$ cat src/rtl/sin_frame_dispatcher_pkg.sv
// Shared definitions for the sine-frame dispatcher: channel/table geometry,
// dispatcher state encoding and a small width helper.
package sin_frame_dispatcher_pkg;

    localparam int NUM_OF_MODULES = 9;
    localparam int NUM_OF_PHASES  = 3;
    localparam int MODULE_OFFSET  = 0;
    localparam int PHASE_OFFSET   = 85;
    localparam int TABLE_DEPTH    = 256;

    typedef enum logic [2:0] {
        ST_IDLE      = 3'd0,
        ST_ADDR      = 3'd1,
        ST_FETCH     = 3'd2,
        ST_ISSUE     = 3'd3,
        ST_DRAIN     = 3'd4,
        ST_SHOOT     = 3'd5,
        ST_WAIT_TICK = 3'd6
    } disp_state_e;

    // Bits needed to hold 0..n-1, never less than one bit.
    function automatic int idx_width(input int n);
        if (n > 1) begin
            return $clog2(n);
        end else begin
            return 1;
        end
    endfunction

endpackage

$ cat src/rtl/sin_frame_dispatcher_timer.sv
// Step timer: loaded with TICKS-1 at frame start, counts down to zero and
// holds there; expired is high while the count sits at zero.
module sin_frame_dispatcher_timer
    import sin_frame_dispatcher_pkg::*;
#(
    parameter int TICKS = 48000
) (
    input  logic clk,
    input  logic rst_n,
    input  logic load,
    output logic expired
);

    localparam int CNT_W = idx_width(TICKS);
    localparam logic [CNT_W-1:0] LOAD_VAL = CNT_W'(TICKS - 1);

    logic [CNT_W-1:0] cnt_r;

    // Down-counter with reload; parks at zero until the next load.
    always_ff @(posedge clk or negedge rst_n) begin
        if (!rst_n) begin
            cnt_r <= '0;
        end else if (load) begin
            cnt_r <= LOAD_VAL;
        end else if (cnt_r != '0) begin
            cnt_r <= cnt_r - CNT_W'(1);
        end else begin
            cnt_r <= cnt_r;
        end
    end

    assign expired = (cnt_r == '0);

endmodule

$ cat src/rtl/sin_frame_dispatcher.sv
// Sine-frame dispatcher: walks the sine table once per step, hands one byte
// per (module, phase) to the matching UART TX, then pulses shoot once every
// byte of the frame has left the wire.
module sin_frame_dispatcher #(
    parameter int NUM_OF_MODULES = sin_frame_dispatcher_pkg::NUM_OF_MODULES,
    parameter int NUM_OF_PHASES  = sin_frame_dispatcher_pkg::NUM_OF_PHASES,
    parameter int MODULE_OFFSET  = sin_frame_dispatcher_pkg::MODULE_OFFSET,
    parameter int PHASE_OFFSET   = sin_frame_dispatcher_pkg::PHASE_OFFSET,
    parameter int TABLE_DEPTH    = sin_frame_dispatcher_pkg::TABLE_DEPTH,
    parameter int STEP_TICKS     = 48000,
    parameter int SHOOT_WIDTH    = 4
) (
    input  logic                        clk,
    input  logic                        reset,
    input  logic                        enable,
    output logic [15:0]                 ram_addr,
    input  logic [7:0]                  ram_data,
    output logic [NUM_OF_MODULES-1:0]   start_tx,
    output logic [8*NUM_OF_MODULES-1:0] data_to_tx,
    input  logic [NUM_OF_MODULES-1:0]   tx_busy,
    output logic                        shoot,
    output logic                        frame_done,
    output logic [15:0]                 base_index,
    output logic                        busy
);
    import sin_frame_dispatcher_pkg::*;

    localparam int IDX_W = idx_width(TABLE_DEPTH);
    localparam int MOD_W = idx_width(NUM_OF_MODULES);
    localparam int PH_W  = idx_width(NUM_OF_PHASES);
    localparam int SH_W  = idx_width(SHOOT_WIDTH);

    // Offsets reduced into table-index width; the wrap is free truncation.
    localparam logic [IDX_W-1:0] MOD_STEP   = IDX_W'(MODULE_OFFSET % TABLE_DEPTH);
    localparam logic [IDX_W-1:0] PH_STEP    = IDX_W'(PHASE_OFFSET % TABLE_DEPTH);
    localparam logic [MOD_W-1:0] MOD_LAST   = MOD_W'(NUM_OF_MODULES - 1);
    localparam logic [PH_W-1:0]  PH_LAST    = PH_W'(NUM_OF_PHASES - 1);
    localparam logic [SH_W-1:0]  SHOOT_LAST = SH_W'(SHOOT_WIDTH - 1);
    localparam logic [1:0]       GUARD_LAST = 2'd2;
    localparam logic [NUM_OF_MODULES-1:0] ONE_HOT0 = NUM_OF_MODULES'(1'b1);

    disp_state_e state_r, state_s;
    logic [MOD_W-1:0]  mod_r, mod_s;
    logic [PH_W-1:0]   ph_r, ph_s;
    // ph_acc holds base + j*PHASE_OFFSET; addr_acc adds i*MODULE_OFFSET on top.
    logic [IDX_W-1:0]  ph_acc_r, ph_acc_s;
    logic [IDX_W-1:0]  addr_acc_r, addr_acc_s;
    logic [IDX_W-1:0]  base_r, base_s;
    logic [1:0]        drain_cnt_r, drain_cnt_s;
    logic [SH_W-1:0]   shoot_cnt_r, shoot_cnt_s;
    logic [NUM_OF_MODULES-1:0]      start_tx_r, start_tx_s;
    logic [NUM_OF_MODULES-1:0][7:0] data_r;
    logic              shoot_r, frame_done_r, busy_r;
    logic              capture_s;
    logic              timer_load_s;
    logic              step_expired_s;

    sin_frame_dispatcher_timer #(
        .TICKS (STEP_TICKS)
    ) u_step_timer (
        .clk     (clk),
        .rst_n   (reset),
        .load    (timer_load_s),
        .expired (step_expired_s)
    );

    // Next-state, index walk and strobe generation.
    always_comb begin
        state_s      = state_r;
        mod_s        = mod_r;
        ph_s         = ph_r;
        ph_acc_s     = ph_acc_r;
        addr_acc_s   = addr_acc_r;
        base_s       = base_r;
        drain_cnt_s  = drain_cnt_r;
        shoot_cnt_s  = shoot_cnt_r;
        start_tx_s   = '0;
        capture_s    = 1'b0;
        timer_load_s = 1'b0;
        case (state_r)
            ST_IDLE: begin
                if (enable) begin
                    timer_load_s = 1'b1;
                    mod_s        = '0;
                    ph_s         = '0;
                    ph_acc_s     = base_r;
                    addr_acc_s   = base_r;
                    state_s      = ST_ADDR;
                end else begin
                    state_s = ST_IDLE;
                end
            end
            ST_ADDR: begin
                state_s = ST_FETCH;
            end
            ST_FETCH: begin
                capture_s = 1'b1;
                state_s   = ST_ISSUE;
            end
            ST_ISSUE: begin
                if (!tx_busy[mod_r]) begin
                    start_tx_s = ONE_HOT0 << mod_r;
                    if (mod_r == MOD_LAST) begin
                        mod_s = '0;
                        if (ph_r == PH_LAST) begin
                            ph_s        = '0;
                            drain_cnt_s = 2'd0;
                            state_s     = ST_DRAIN;
                        end else begin
                            ph_s       = ph_r + PH_W'(1);
                            ph_acc_s   = ph_acc_r + PH_STEP;
                            addr_acc_s = ph_acc_r + PH_STEP;
                            state_s    = ST_ADDR;
                        end
                    end else begin
                        mod_s      = mod_r + MOD_W'(1);
                        addr_acc_s = addr_acc_r + MOD_STEP;
                        state_s    = ST_ADDR;
                    end
                end else begin
                    state_s = ST_ISSUE;
                end
            end
            ST_DRAIN: begin
                // Guard cycles let the last UART raise tx_busy before we look.
                if (drain_cnt_r != GUARD_LAST) begin
                    drain_cnt_s = drain_cnt_r + 2'd1;
                end else if (tx_busy == '0) begin
                    shoot_cnt_s = '0;
                    state_s     = ST_SHOOT;
                end else begin
                    state_s = ST_DRAIN;
                end
            end
            ST_SHOOT: begin
                if (shoot_cnt_r == SHOOT_LAST) begin
                    base_s  = base_r + IDX_W'(1);
                    state_s = ST_WAIT_TICK;
                end else begin
                    shoot_cnt_s = shoot_cnt_r + SH_W'(1);
                end
            end
            ST_WAIT_TICK: begin
                if (step_expired_s) begin
                    if (enable) begin
                        timer_load_s = 1'b1;
                        mod_s        = '0;
                        ph_s         = '0;
                        ph_acc_s     = base_r;
                        addr_acc_s   = base_r;
                        state_s      = ST_ADDR;
                    end else begin
                        state_s = ST_IDLE;
                    end
                end else begin
                    state_s = ST_WAIT_TICK;
                end
            end
            default: begin
                state_s = ST_IDLE;
            end
        endcase
    end

    // State, index accumulators and registered outputs.
    always_ff @(posedge clk or negedge reset) begin
        if (!reset) begin
            state_r      <= ST_IDLE;
            mod_r        <= '0;
            ph_r         <= '0;
            ph_acc_r     <= '0;
            addr_acc_r   <= '0;
            base_r       <= '0;
            drain_cnt_r  <= 2'd0;
            shoot_cnt_r  <= '0;
            start_tx_r   <= '0;
            data_r       <= '0;
            shoot_r      <= 1'b0;
            frame_done_r <= 1'b0;
            busy_r       <= 1'b0;
        end else begin
            state_r      <= state_s;
            mod_r        <= mod_s;
            ph_r         <= ph_s;
            ph_acc_r     <= ph_acc_s;
            addr_acc_r   <= addr_acc_s;
            base_r       <= base_s;
            drain_cnt_r  <= drain_cnt_s;
            shoot_cnt_r  <= shoot_cnt_s;
            start_tx_r   <= start_tx_s;
            if (capture_s) begin
                data_r[mod_r] <= ram_data;
            end
            shoot_r      <= (state_s == ST_SHOOT);
            frame_done_r <= (state_s == ST_SHOOT) && (shoot_cnt_s == SHOOT_LAST);
            busy_r       <= (state_s != ST_IDLE);
        end
    end

    assign ram_addr   = 16'(addr_acc_r);
    assign base_index = 16'(base_r);
    assign start_tx   = start_tx_r;
    assign data_to_tx = data_r;
    assign shoot      = shoot_r;
    assign frame_done = frame_done_r;
    assign busy       = busy_r;

endmodule

$ cat config.mk
export PLATFORM = sky130hd
export DESIGN_NAME = sin_frame_dispatcher
export DESIGN_NICKNAME = d
export VERILOG_FILES = /design/src/rtl/sin_frame_dispatcher_pkg.sv /design/src/rtl/sin_frame_dispatcher_timer.sv /design/src/rtl/sin_frame_dispatcher.sv
export SDC_FILE = /design/constraint.sdc
export NUM_CORES = 1
export LEC_CHECK = 0
export ABC_AREA = 1
export CAP_MARGIN = 10
export CORE_MARGIN = 2
export CORE_UTILIZATION = 46
export CTS_CLUSTER_SIZE = 8
export DETAILED_ROUTE_END_ITERATION = 12
export PLACE_DENSITY = 0.87
export SLEW_MARGIN = 40
export SYNTH_ARGS = -nofsm -noshare
export SYNTH_HDL_FRONTEND = slang
export SYNTH_SLANG_ARGS = --single-unit
$ cat constraint.sdc
create_clock -name clk -period 1.7 [get_ports clk]
set_input_delay 0.34 -clock clk [delete_from_list [all_inputs] [get_ports clk]]
set_output_delay 0.34 -clock clk [all_outputs]
set_load 0.005 [all_outputs]
======== Yosys cells after proc, flatten, opt, wreduce, memory -nomap -nowiden ========
Index checks and enable logic that the tools add are counted.
word-level totals
  flip-flop bits (word level) ............. 137
  input bits .............................. 20
  output and inout port bits .............. 116
operators by class
  $add $sub $neg .......................... 7
  magnitude comparators ................... 2
  equal/unequal tests ..................... 18
  shifts and indexed selects .............. 1
  multiplexer cells ....................... 51
  reductions and logical operators ........ 15
operators by type and width
  kind                   count
  $bwmux 72              1
  $mux 8                 8
  $pmux 8 s3             2
  $demux 8 s4            1
  $mux 16                2
  $mux 2                 12
  $pmux 3 s7             1
  $mux 3                 6
  $mux 9                 2
  $logic_not 16->1       1
  $mux 4                 4
  $reduce_bool 16->1     1
  $sub 16x1->16 const B  1
  $ne 2x2->1 const B     7
  $eq 3x3->1 const B     4
  $pmux 4 s3             1
  $reduce_and 5->1       2
  $logic_not 9->1        1
  $shl 1x4->9 const A    1
  $add 8x1->8 const B    1
  $add 8x7->8 const B    1
  $pmux 2 s2             2
  $add 2x1->2 const B    3
  $eq 2x2->1 const B     3
  17 further kinds       26

======== Depth between registers and ports, before layout ========
Gate-level depths: netlist of the first run.
  depth in word-level cells ............... 7
  gate-level depth with buffers ........... 11
  depth with buffers taken out ............ 11

======== By module ========
A second synthesis of the first run with hierarchy kept.
second synthesis, totals
  cells, all modules ...................... 717
  area, all modules ....................... 6080.8 µm²
modules (own cells, without submodules)
  module                      instances  cells an instance  area each (µm²)  seq. area each (µm²)
  sin_frame_dispatcher        1          560                5034.8           2827.7
  sin_frame_dispatcher_timer  1          157                1046.0           400.4

======== Worst setup path after synthesis of the first run ========
Ideal clock, no wire load.
  kind .................................... register to register
  start point ............................. register mod_r[0]
  end point ............................... register ph_acc_r[5]
  arrival time ............................ 1.626 ns
  slack ................................... -0.048 ns
  stages on the path, launching flop included .. 11
  buffers on the path ..................... 1
  cells stage by stage .................... dfrtp_1 inv_2 ha_1 nand3_2 nand2_1 o21ai_1 nor2_1 nand3_4 buf_8 nand2_2 o21ai_2
on the way
  longest elaborated chain between the ends .. 4
  elaborated cells between the ends (all ways) .. 6
  classes of those cells .................. eq/ne: 3; mux: 2; reduce/logical: 1
ends and longest elaborated chain
  element                       RTL line                     text
  start: declaration            sin_frame_dispatcher.sv:43   logic [MOD_W-1:0] mod_r, mod_s;
  start signal: assignment      sin_frame_dispatcher.sv:183  mod_r <= mod_s;
  $bmux 1 s4                    sin_frame_dispatcher.sv:101  if (!tx_busy[mod_r]) begin
  $mux 1 (not written as such)  sin_frame_dispatcher.sv:101
  $ne 2x2->1 (no line)          --
  $reduce_and 5->1 (no line) *  --
  end signal: assignment        sin_frame_dispatcher.sv:185  ph_acc_r <= ph_acc_s;
  end: declaration              sin_frame_dispatcher.sv:46   logic [IDX_W-1:0] ph_acc_r, ph_acc_s;
Every way passes the cells marked *; elsewhere a longest branch is shown, timed or not. The select of a mux whose other input is x is not followed.
A chain may end at the register's enable or synchronous reset.

======== Worst setup path after layout of the first run ========
  start point ............................. register data_r, in the netlist data_to_tx[17]
  end point ............................... output data_to_tx[17]
RTL lines
  element                           RTL line                     text
  start: declaration                sin_frame_dispatcher.sv:52   logic [NUM_OF_MODULES-1:0][7:0] data_r;
  start signal: indexed assignment  sin_frame_dispatcher.sv:192  data_r[mod_r] <= ram_data;
  end: declaration                  sin_frame_dispatcher.sv:19   output logic [8*NUM_OF_MODULES-1:0] data_to_tx,
No word-level cell between the ends.

==> results of run 1 <==
cell families (layout without fill, tap and decap cells):
kind of cell,Yosys count,after routing
AOI/OAI and AO/OA,118,118
and+or+nand+nor,309,310
buffers and inverters,94,281
other,1,16
DFF,129,129
xor gates and xnor gates,12,12
adders and majority gates,11,11
layout make-up:
class / instances / share of cell area, %
Inverter: 65 / 2.94
Sequential cell: 129 / 37.8
Tap cell: 172 / 2.51
Multi-Input combinational cell: 467 / 29.1
Timing Repair inverter: 1 / 0.0876
Clock buffer: 17 / 4.96
Clock inverter: 15 / 1.83
Timing Repair Buffer: 183 / 20.8
how the worst max path moves through the flow:
stage	start	end	cells after the start
after floorplan	mod_r[0]$_DFFE_PN0P_	ph_acc_r[5]$_DFFE_PN0P_	10
after global placement	tx_busy[1]	ph_acc_r[2]$_DFFE_PN0P_	9
after detailed placement	tx_busy[4]	frame_done$_DFF_PN0_	11
after CTS	u_step_timer.cnt_r[0]$_DFFE_PN0P_	busy$_DFF_PN0_	10
after global routing	state_r[1]$_DFF_PN0_	frame_done$_DFF_PN0_	8
final	data_to_tx[17]$_DFFE_PN0P_	data_to_tx[17]	1
routing by layer:
| layer | GRT usage, % | wire (um) | up-vias |
|---|---|---|---|
| met5 | 0 | 0 | - |
| met4 | 8.36 | 251 | 0 |
| met3 | 9.88 | 1540 | 26 |
| met2 | 39.7 | 8210 | 220 |
| met1 | 28.6 | 6620 | 2595 |
| li1 | - | - | 2546 |
synth_stat cells (7+ instances only):
| cell | instances |
|---|---|
| nor2_2 | 7 |
| nand3_1 | 43 |
| buf_4 | 17 |
| clkbuf_1 | 8 |
| nand2_2 | 8 |
| o21ai_0 | 90 |
| nand2_1 | 169 |
| xor2_1 | 8 |
| nor2_1 | 50 |
| a21oi_1 | 8 |
| inv_1 | 58 |
| ha_1 | 11 |
| nor3_1 | 10 |
| o21ai_2 | 7 |
| dfrtp_1 | 129 |
sequential cells by signal, indices dropped and copies added, names as in the netlist:
name,cells
frame_done,1
u_step_timer.cnt_r,16
ph_r,2
shoot,1
ph_acc_r,8
shoot_cnt_r,2
data_to_tx,72
drain_cnt_r,2
state_r,3
mod_r,4
base_r,8
busy,1
start_tx,9
power by group through the flow:
stage / Sequential, mW / Clock (mW) / Combinational, mW
after floorplan: 4.80 / 0 / 2.41
after global placement: 4.75 / 0 / 5.04
after detailed placement: 4.76 / 0 / 5.19
after CTS: 4.73 / 3.62 / 5.34
after global routing: 4.90 / 3.75 / 6.21
final: 4.78 / 3.58 / 5.63
what timing repair did:
item | 4_1_cts | 5_1_grt
hold buffers | 1 | 0
cloned | 1 | 1
endpoints found under the setup margin | 19 | 67
setup buffers | 12 | 6
gates resized for setup | 8 | 60
pin swaps | 1 | 14
hold endpoints to repair | 31 | 0
==> flow_summary.rst, run 1 <==
.. list-table::
   :header-rows: 1

   * - Metric
     - Value
   * - Initial Utilization
     - 47.3%
   * - Core area
     - between 10000 and 15000 sq um
   * - Vias in the first global route
     - 5341
   * - Clk sinks
     - between 100 and 150
   * - Slew Limit Fails
     - 0
   * - Min Tclk post-route
     - around 1.7 ns
   * - Fraction of the mapped netlist area in simple logic gates
     - between 20% and 30%
   * - Critical Path Fanout Max
     - 2
   * - Detail Route Antenna Nets
     - 0
   * - Detailed Routing Iterations Pass 1
     - 5
   * - Vias per cell
     - between 5 and 6
   * - Netlist area before placement
     - 5970 sq um
   * - Cell types occupying the most area after synthesis
     - dfrtp_1, nand2_1, o21ai_0
   * - Portion of the post-synthesis area used by sequential elements
     - a little over half
   * - IO Count
     - about 140
   * - Post-route clock skew
     - ~0.0067 ns
   * - Total grt overflow
     - 0
   * - Async SR Flop Fraction
     - 100%
   * - Max-cap violations
     - 0
   * - Type of the worst setup path
     - reg2out
   * - Fraction of layout cells with a size suffix above 1
     - between 20% and 30%
   * - Logic gate share of total power
     - 40.2%
   * - Worst slack after detailed placement
     - -0.133 ns
   * - Series of cell instances along the critical path
     - clkdlybuf4s50_1
   * - Die Width
     - roughly 120 um
   * - HPWL after detailed placement
     - between 10000 and 15000 um
   * - Leading cell type in the layout, fill and taps excluded
     - nand2_1
   * - Destination of the worst register-to-register timing path
     - ph_acc_r[5]$_DFFE_PN0P_
   * - Number of port buffers
     - between 100 and 150
   * - Adder-cell share of the synthesized area
     - under 10%
   * - Parity-gate share of the synthesized area counting xor and xnor cells
     - between 1.5 and 2%
   * - Placed Instance Area
     - about 7600 sq um
   * - Compound-gate portion of the synthesized area
     - a little over a tenth
   * - Transition time at the pin with the least slew margin
     - roughly 0.5 ns
   * - Number of placed instances with taps included
     - around 1000
   * - Height of the chip
     - around 120 um
   * - Net Sw Power
     - 5.11 mW
   * - Netlist cell types
     - 37
   * - Share of the core filled with cells
     - approximately two thirds
   * - Final setup violation count
     - 0
   * - Overall routed net length
     - 16600 um
   * - Power, Total
     - 14.0 mW
   * - Master of the slowest instance on the critical path
     - clkdlybuf4s50_1
   * - Highest clock frequency the design can meet
     - ~600 MHz
   * - Warnings, synthesis
     - 0
   * - Clk pwr share
     - between 20% and 30%
   * - Count of H-tree levels built during CTS
     - 4
   * - Row count
     - 41
   * - Flip-flop cell with the highest count after synthesis
     - dfrtp_1
   * - Detailed router's first-iteration violation count
     - approximately 380
   * - Number of flip-flops and latches in the synthesized netlist
     - roughly 130
   * - Main combinational cell family by area after synthesis
     - simple AND/OR/NAND/NOR gates
   * - Bufs on Longest Clock Path
     - 2
   * - Buf+Inv Stages, Crit Path
     - 1
   * - Dominant cell type by area after synthesis
     - dfrtp_1
   * - Count of final hold-check violations
     - 0
   * - Post-layout instance count excluding filler cells
     - approximately 1.0k
   * - Required @ worst endpoint
     - between 1 and 1.5 ns
   * - Power share of the sequential group
     - 34.2%
   * - Peak per-stage delay on the critical path
     - 0.52 ns
   * - Detailed-route DRC error count
     - 0
   * - Critical R2R Launch
     - state_r[1]$_DFF_PN0_
   * - Combined area of the multi-input logic cells
     - around 2500 sq um
   * - Global-route wire length before repair
     - around 26000 um
   * - P per Cell Area
     - around 1600 nW/um^2
   * - Leakage component of the power
     - 4.18 nW
   * - Startpoint kind of the worst setup timing path
     - register
   * - Clock tree from TritonCTS
     - done
   * - Final nets
     - 895
   * - Kind of cell adding the most delay to the critical path
     - buffers and inverters
   * - Status
     - finished, final reports clean
   * - Avg WL per Cell
     - approximately 16 um
   * - RSZ-0062 raised after global routing
     - true
   * - Fill cell total of the finished layout
     - slightly below 1k
   * - CTS root buf
     - clkbuf_16
   * - TritonCTS Buffers
     - 17
   * - Worst hold-check slack
     - 0.432 ns
   * - Global placement routability congestion
     - between 0.9 and 1
   * - Most frequent cells in the layout
     - nand2_1, dfrtp_1, clkdlybuf4s50_1, o21ai_0, buf_4
   * - Post-synthesis to final-layout area growth
     - 43.6%
   * - Via count
     - ~5.4k
   * - Max_slew headroom
     - between 60 and 70%
   * - Number of antenna violations at the first check in global routing
     - 0
   * - Count of flip-flops with a built-in enable after synthesis
     - 0
   * - Final worst-path setup slack
     - ~0.032 ns
   * - Post-synthesis cell count
     - approximately 670
   * - Pin count of the biggest net entering global routing
     - 35
   * - Class of the worst hold path
     - in2async
   * - Arrival time at the worst endpoint
     - between 1 and 1.5 ns
   * - Clock network latency to the later pin of the worst-skew pair
     - 0.42 ns
   * - Mean instance size in the synthesized netlist
     - between 8 and 9 sq um
   * - Worst ir drop on vdd
     - between 1000 and 1500 uV
   * - Total die area
     - approximately 14000 sq um
   * - GR Util All Layers
     - approximately a quarter
   * - Internal power component
     - about 8.9 mW
   * - Final setup TNS
     - 0 ns
   * - Path depth of the worst reg2reg path
     - 8
   * - Share of cell area taken by muxes after synthesis
     - 0%
   * - Synth top area share
     - ~54%
   * - Reg clk slew, reported paths
     - about 0.07 ns
   * - Worst R2R Setup Slack
     - approximately 0.05 ns
   * - Sort of element at the end of the critical path
     - primary output
   * - Diode insertion count for antenna repair
     - 0
   * - Final Cell Area
     - 8570 sq um
   * - Final critical-path share of the clock period
     - about 98%
   * - Switching portion of total power
     - around 37%
   * - Sequential standard cell area
     - approximately 3200 sq um
Power figures use the tool's default switching activity.
==> run 2, diff against run 1 <==
--- a/config.mk
+++ b/config.mk
@@ -8,11 +8,13 @@
 export ABC_AREA = 1
 export CAP_MARGIN = 10
 export CORE_MARGIN = 2
-export CORE_UTILIZATION = 46
+export CORE_UTILIZATION = 40
 export CTS_CLUSTER_SIZE = 8
 export DETAILED_ROUTE_END_ITERATION = 12
-export PLACE_DENSITY = 0.87
+export PLACE_DENSITY = 0.79
+export SKIP_CTS_REPAIR_TIMING = 1
 export SLEW_MARGIN = 40
 export SYNTH_ARGS = -nofsm -noshare
 export SYNTH_HDL_FRONTEND = slang
 export SYNTH_SLANG_ARGS = --single-unit
+export TNS_END_PERCENT = 30
==> run 2 against run 1 <==
  * The run now ends with negative setup slack left
  * Die area rose by 14%
  * Sequential share of layout area rose by 0.78 points
  * Fmax down 2.6%
  * Critical endpoint is now frame_done$_DFF_PN0_
  * Critical path depth up 10
  * Final cell count increased by 0.48%
  * Largest power group unchanged
  * Setup slack lost 0.045 ns
  * Design area decreased by 1.8%
  * Clock skew barely moved
  * First-iteration DRC count down 3.2%
  * Clock power is 7.3% lower
  * Via count decreased by 3.5%
==> flow_summary.rst, run 2 (synthesis results as in run 1) <==
.. list-table::
   :header-rows: 1

   * - Metric
     - Value
   * - Status
     - finished with violations
   * - Violations in the final reports
     - negative setup slack
   * - Highest clock frequency the design can meet
     - 584 MHz (-2.6%)
   * - Number of port buffers
     - 119 (unchanged)
   * - Most frequent cells in the layout
     - nand2_1, dfrtp_1, clkdlybuf4s50_1, o21ai_0, buf_4
   * - Clock network latency to the later pin of the worst-skew pair
     - 0.42 ns (about the same)
   * - IO Count
     - 136 (unchanged)
   * - Post-layout instance count excluding filler cells
     - 1054 (+0.48%)
   * - Reg clk slew, reported paths
     - 0.06 ns (about the same)
   * - Height of the chip
     - 126 um (+7.0%)
   * - Final worst-path setup slack
     - -0.0129 ns (-0.0453 ns)
   * - CTS root buf
     - clkbuf_16
   * - Initial Utilization
     - 41.1% (-6.2 points)
   * - Count of H-tree levels built during CTS
     - 4 (unchanged)
   * - Count of final hold-check violations
     - 0 (unchanged)
   * - Worst slack after detailed placement
     - -0.123 ns (+0.00994 ns)
   * - RSZ-0062 raised after global routing
     - true
   * - Avg WL per Cell
     - 15.2 um (-4.3%)
   * - Core area
     - 14500 sq um (+15%)
   * - Leading cell type in the layout, fill and taps excluded
     - nand2_1
   * - Row count
     - 44 (+7.3%)
   * - Final nets
     - 889 (-0.67%)
   * - Leakage component of the power
     - 4.22 nW (+1.0%)
   * - Startpoint kind of the worst setup timing path
     - register
   * - Clk sinks
     - 129 (unchanged)
   * - Post-route clock skew
     - 0.00692 ns (+0.000216 ns)
   * - Pin count of the biggest net entering global routing
     - 49 (+40%)
   * - HPWL after detailed placement
     - 11000 um (-2.7%)
   * - Detailed Routing Iterations Pass 1
     - 6 (+1)
   * - Total grt overflow
     - 0 (unchanged)
   * - Global placement routability congestion
     - 0.945 (+2.8%)
   * - GR Util All Layers
     - 19.7% (-4.4 points)
   * - Required @ worst endpoint
     - 2.05 ns (+0.69 ns)
   * - Power, Total
     - 13.5 mW (-3.3%)
   * - P per Cell Area
     - 1610 nW/um^2 (-1.5%)
   * - Overall routed net length
     - 16000 um (-3.8%)
   * - Fraction of layout cells with a size suffix above 1
     - 18.9% (-1.3 points)
   * - Worst hold-check slack
     - 0.381 ns (-0.0508 ns)
   * - Vias in the first global route
     - 4875 (-8.7%)
   * - Max-cap violations
     - 0 (unchanged)
   * - Master of the slowest instance on the critical path
     - dfrtp_1
   * - TritonCTS Buffers
     - 17 (unchanged)
   * - Number of placed instances with taps included
     - 1009 (+1.3%)
   * - Worst ir drop on vdd
     - 1030 uV (-9.0%)
   * - Via count
     - 5199 (-3.5%)
   * - Final setup violation count
     - 2 (+2)
   * - Final critical-path share of the clock period
     - 101% (+2.7 points)
   * - Diode insertion count for antenna repair
     - 0 (unchanged)
   * - Final Cell Area
     - 8410 sq um (-1.8%)
   * - Class of the worst hold path
     - in2async
   * - Final setup TNS
     - -0.0153 ns (-0.0153 ns)
   * - Arrival time at the worst endpoint
     - 2.06 ns (+0.73 ns)
   * - Bufs on Longest Clock Path
     - 2 (unchanged)
   * - Min Tclk post-route
     - 1.71 ns (+0.0453 ns)
   * - Peak per-stage delay on the critical path
     - 0.39 ns (-0.13 ns)
   * - Number of antenna violations at the first check in global routing
     - 0 (unchanged)
   * - Post-synthesis to final-layout area growth
     - 40.9%
   * - Share of the core filled with cells
     - 57.9% (-10 points)
   * - Clock tree from TritonCTS
     - done
   * - Die Width
     - 126 um (+7.0%)
   * - Vias per cell
     - 4.93 (-3.9%)
   * - Critical Path Fanout Max
     - 5 (+3)
   * - Detailed router's first-iteration violation count
     - 364 (-3.2%)
   * - Series of cell instances along the critical path
     - inv_2, ha_4, nand3_2, nor2_2, nand2_2, a21oi_4, buf_6, nor2_2, nand2_2, nand2_2, nor2_2
   * - Sort of element at the end of the critical path
     - register
   * - Fill cell total of the finished layout
     - 1241 (+28%)
   * - Slew Limit Fails
     - 0 (unchanged)
   * - Total die area
     - 15900 sq um (+14%)
   * - Placed Instance Area
     - 7640 sq um (+0.30%)
   * - Detailed-route DRC error count
     - 0 (unchanged)
   * - Global-route wire length before repair
     - 24800 um (-6.3%)
   * - Number of flip-flops under the largest register name
     - 72 (unchanged)
   * - Type of the worst setup path
     - reg2reg
   * - Detail Route Antenna Nets
     - 0 (unchanged)
[run 2: cell count changes in the layout (fill, tap and decap cells not counted), sizes merged, moves of 2 or more]
| cell | before | now |
|---|---|---|
| inv | 77 | 70 |
| buf | 64 | 60 |
| dlygate4sd2 | 3 | 0 |
| clkdlybuf4s50 | 97 | 99 |
| clkbuf | 17 | 19 |
| clkinvlp | 1 | 5 |
[run 2: layout make-up]
class	instances	area, sq um	share of cell area (%)
clock buffers	19	443	5.27
clock inverters	12	98.8	1.18
multi-input cells	466	2410	28.7
repair buffers	179	1730	20.6
flip-flops and latches	129	3240	38.6
well taps	184	230	2.74
inverters	65	246	2.93
[run 2: path summary, 6_finish.rpt]
kind,startpoint,end,slack (ns),cells past startpoint
max,u_step_timer.cnt_r[1]$_DFFE_PN0P_,frame_done$_DFF_PN0_,-0.01,11
min,reset,ph_r[0]$_DFFE_PN0P_,0.38,2
max reg2reg,u_step_timer.cnt_r[1]$_DFFE_PN0P_,frame_done$_DFF_PN0_,-0.01,11
min reg2reg,data_to_tx[67]$_DFFE_PN0P_,data_to_tx[67]$_DFFE_PN0P_,0.48,2
max in group asynchronous,reset,base_r[4]$_DFFE_PN0P_,0.74,3
min in group clk,data_to_tx[67]$_DFFE_PN0P_,data_to_tx[67]$_DFFE_PN0P_,0.48,2
[run 2: metal layers]
metal	up-vias	share of wire, %	GRT usage, %
met5	-	0	0
met4	0	1.4	5.37
met3	17	9.0	8.79
met2	169	48	31.5
met1	2493	42	24.5
li1	2520	-	-
[run 2: report_power, final]
| group | internal (mW) | total [mW] | leakage (nW) | switching (mW) |
|---|---|---|---|---|
| clock network | 1.92 | 3.32 | 0.249 | 1.40 |
| logic | 2.78 | 5.41 | 2.54 | 2.62 |
| registers | 4.08 | 4.81 | 1.44 | 0.726 |
[run 2: worst max-delay path: cells and delay by family (launching register included)]
kind            cells  cell delay, ns
simple gates        7            0.61
fa+ha+maj           1            0.16
flops               1            0.39
compound gates      1            0.26
buf+inv             2            0.24
==> run 3, diff against run 2 <==
--- a/config.mk
+++ b/config.mk
@@ -11,6 +11,7 @@
 export CORE_UTILIZATION = 40
 export CTS_CLUSTER_SIZE = 8
 export DETAILED_ROUTE_END_ITERATION = 12
+export MAX_ROUTING_LAYER = met4
 export PLACE_DENSITY = 0.79
 export SKIP_CTS_REPAIR_TIMING = 1
 export SLEW_MARGIN = 40
==> run 3 against run 2 <==
  * Critical path type is now reg2out
  * Highest routed layer unchanged
  * Largest power group unchanged
  * Flip-flop and latch count did not move
  * Largest cell class unchanged
  * Register-to-register slack better by 0.11 ns
  * Final cell count is 0.28% lower
  * Critical path depth fell by 10
  * Hold slack improved by 0.0037 ns
  * The run now ends clean
  * Wire length is 0.81% lower
  * Combinational power barely moved
==> flow_summary.rst, run 3 (synthesis results as in run 1) <==
.. list-table::
   :header-rows: 1

   * - Metric
     - Value
   * - Status
     - finished, final reports clean
   * - Required @ worst endpoint
     - 1.36 ns (-0.69 ns)
   * - Max-cap violations
     - 0 (unchanged)
   * - Kind of cell adding the most delay to the critical path
     - buffers and inverters
   * - Combined area of the multi-input logic cells
     - 2480 sq um (+2.6%)
   * - Worst R2R Setup Slack
     - 0.10 ns (+0.11 ns)
   * - Reg clk slew, reported paths
     - 0.06 ns (about the same)
   * - Buf+Inv Stages, Crit Path
     - 1 (-1)
   * - Arrival time at the worst endpoint
     - 1.33 ns (-0.73 ns)
   * - Global Route met1 Usage
     - 25.4% (+0.88 points)
   * - Leading cell type in the layout, fill and taps excluded
     - nand2_1
   * - Highest clock frequency the design can meet
     - 598 MHz (+2.4%)
   * - Share of the core filled with cells
     - 58.5% (+0.61 points)
   * - RSZ-0062 raised after global routing
     - true
   * - Critical Path Fanout Max
     - 5 (unchanged)
   * - Total grt overflow
     - 0 (unchanged)
   * - Global-route wire length before repair
     - 25300 um (+1.9%)
   * - Overall routed net length
     - 15900 um (-0.81%)
   * - Avg WL per Cell
     - 15.1 um (-0.53%)
   * - Detailed Routing Iterations Pass 1
     - 5 (-1)
   * - IO Count
     - 136 (unchanged)
   * - Bufs on Longest Clock Path
     - 2 (unchanged)
   * - Slew Limit Fails
     - 0 (unchanged)
   * - Final Cell Area
     - 8500 sq um (+1.1%)
   * - Clk sinks
     - 129 (unchanged)
   * - Core area
     - 14500 sq um (unchanged)
   * - Initial Utilization
     - 41.1% (unchanged)
   * - Fraction of layout cells with a size suffix above 1
     - 19.5% (+0.66 points)
   * - Final nets
     - 884 (-0.56%)
   * - HPWL after detailed placement
     - 11000 um (-0.25%)
   * - CTS root buf
     - clkbuf_16
   * - M2 GR Usage
     - 31.5% (unchanged)
   * - Number of antenna violations at the first check in global routing
     - 0 (unchanged)
   * - Placed Instance Area
     - 7620 sq um (-0.26%)
   * - Sort of element at the end of the critical path
     - primary output
   * - Type of the worst setup path
     - reg2out
   * - Worst ir drop on vdd
     - 1100 uV (+6.6%)
   * - Row count
     - 44 (unchanged)
   * - Detailed-route DRC error count
     - 0 (unchanged)
   * - Global routing met3 resource utilization
     - 8.07% (-0.72 points)
   * - Vias per cell
     - 4.93 (about the same)
   * - Peak per-stage delay on the critical path
     - 0.51 ns (+0.12 ns)
   * - Count of final hold-check violations
     - 0 (unchanged)
   * - Fill cell total of the finished layout
     - 1222 (-1.5%)
   * - Most frequent cells in the layout
     - nand2_1, dfrtp_1, clkdlybuf4s50_1, o21ai_0, inv_1
   * - GR Util All Layers
     - 20.7% (+0.99 points)
   * - Class of the worst hold path
     - in2async
   * - Detailed router's first-iteration violation count
     - 319 (-12%)
   * - Total die area
     - 15900 sq um (unchanged)
   * - Detail Route Antenna Nets
     - 0 (unchanged)
   * - Min Tclk post-route
     - 1.67 ns (-0.0407 ns)
   * - Global placement routability congestion
     - 0.946 (+0.12%)
   * - Master of the slowest instance on the critical path
     - clkdlybuf4s50_1
   * - Number of port buffers
     - 119 (unchanged)
   * - Global routing's busiest layer
     - met2
   * - P per Cell Area
     - 1630 nW/um^2 (+1.6%)
   * - Leakage component of the power
     - 4.24 nW (+0.45%)
   * - Final critical-path share of the clock period
     - 98.4% (-2.4 points)
   * - Post-route clock skew
     - 0.0110 ns (+0.00408 ns)
   * - Clock tree from TritonCTS
     - done
   * - Clock network latency to the later pin of the worst-skew pair
     - 0.42 ns (about the same)
   * - Final setup violation count
     - 0 (-2)
   * - Die Width
     - 126 um (unchanged)
   * - Height of the chip
     - 126 um (unchanged)
   * - Worst hold-check slack
     - 0.385 ns (+0.00368 ns)
   * - Startpoint kind of the worst setup timing path
     - register
   * - Via count
     - 5186 (-0.25%)
   * - Vias in the first global route
     - 5022 (+3.0%)
   * - Sequential standard cell area
     - 3250 sq um (about the same)
   * - Count of H-tree levels built during CTS
     - 4 (unchanged)
   * - Number of flip-flops under the largest register name
     - 72 (unchanged)
   * - Pin count of the biggest net entering global routing
     - 59 (+20%)
   * - Post-synthesis to final-layout area growth
     - 42.4%
   * - Series of cell instances along the critical path
     - clkdlybuf4s50_1
   * - TritonCTS Buffers
     - 17 (unchanged)
run 3: metal layers:
| metal | wire length (um) | part of all wire [%] |
|---|---|---|
| met4 | 295 | 1.9 |
| met5 | 0 | 0 |
| met2 | 7380 | 47 |
| met1 | 6750 | 43 |
| met3 | 1440 | 9.1 |
run 3: final timing paths:
check | from | end | depth (start not counted)
worst min-delay path | reset | shoot_cnt_r[0]$_DFF_PN0_ | 2
max in group asynchronous | reset | u_step_timer.cnt_r[10]$_DFFE_PN0P_ | 3
min in group clk | data_to_tx[65]$_DFFE_PN0P_ | data_to_tx[65]$_DFFE_PN0P_ | 2
worst min register to register | data_to_tx[65]$_DFFE_PN0P_ | data_to_tx[65]$_DFFE_PN0P_ | 2
worst max register to register | u_step_timer.cnt_r[5]$_DFFE_PN0P_ | u_step_timer.cnt_r[10]$_DFFE_PN0P_ | 8
worst max-delay path | ph_acc_r[0]$_DFFE_PN0P_ | ram_addr[0] | 1
run 3: area by class of cell:
| cell class | count | share of cell area [%] |
|---|---|---|
| Antenna cell | 1 | 0.0294 |
| Clock buffer | 18 | 5.17 |
| Clock inverter | 14 | 1.87 |
| Inverter | 65 | 2.93 |
| Multi-Input combinational cell | 467 | 29.2 |
| Sequential cell | 129 | 38.2 |
| Tap cell | 184 | 2.71 |
| Timing Repair Buffer | 173 | 20.0 |
run 3: power breakdown:
part           internal [mW]  switching [mW]
sequential              4.08           0.708
combinational           2.74            2.69
clock                   2.13            1.54
total                   8.95            4.93
run 3: stage by stage:
stage,setup slack [ns],setup TNS [ns],cells,power [mW]
after floorplan,0.0260,0,689,7.21
after global placement,-0.0778,-0.655,1008,9.73
after detailed placement,-0.141,-1.53,1008,9.85
after CTS,-0.114,-0.666,1040,13.7
after global routing,-0.0347,-0.133,1050,14.8
final,0.0278,0,1051,13.9
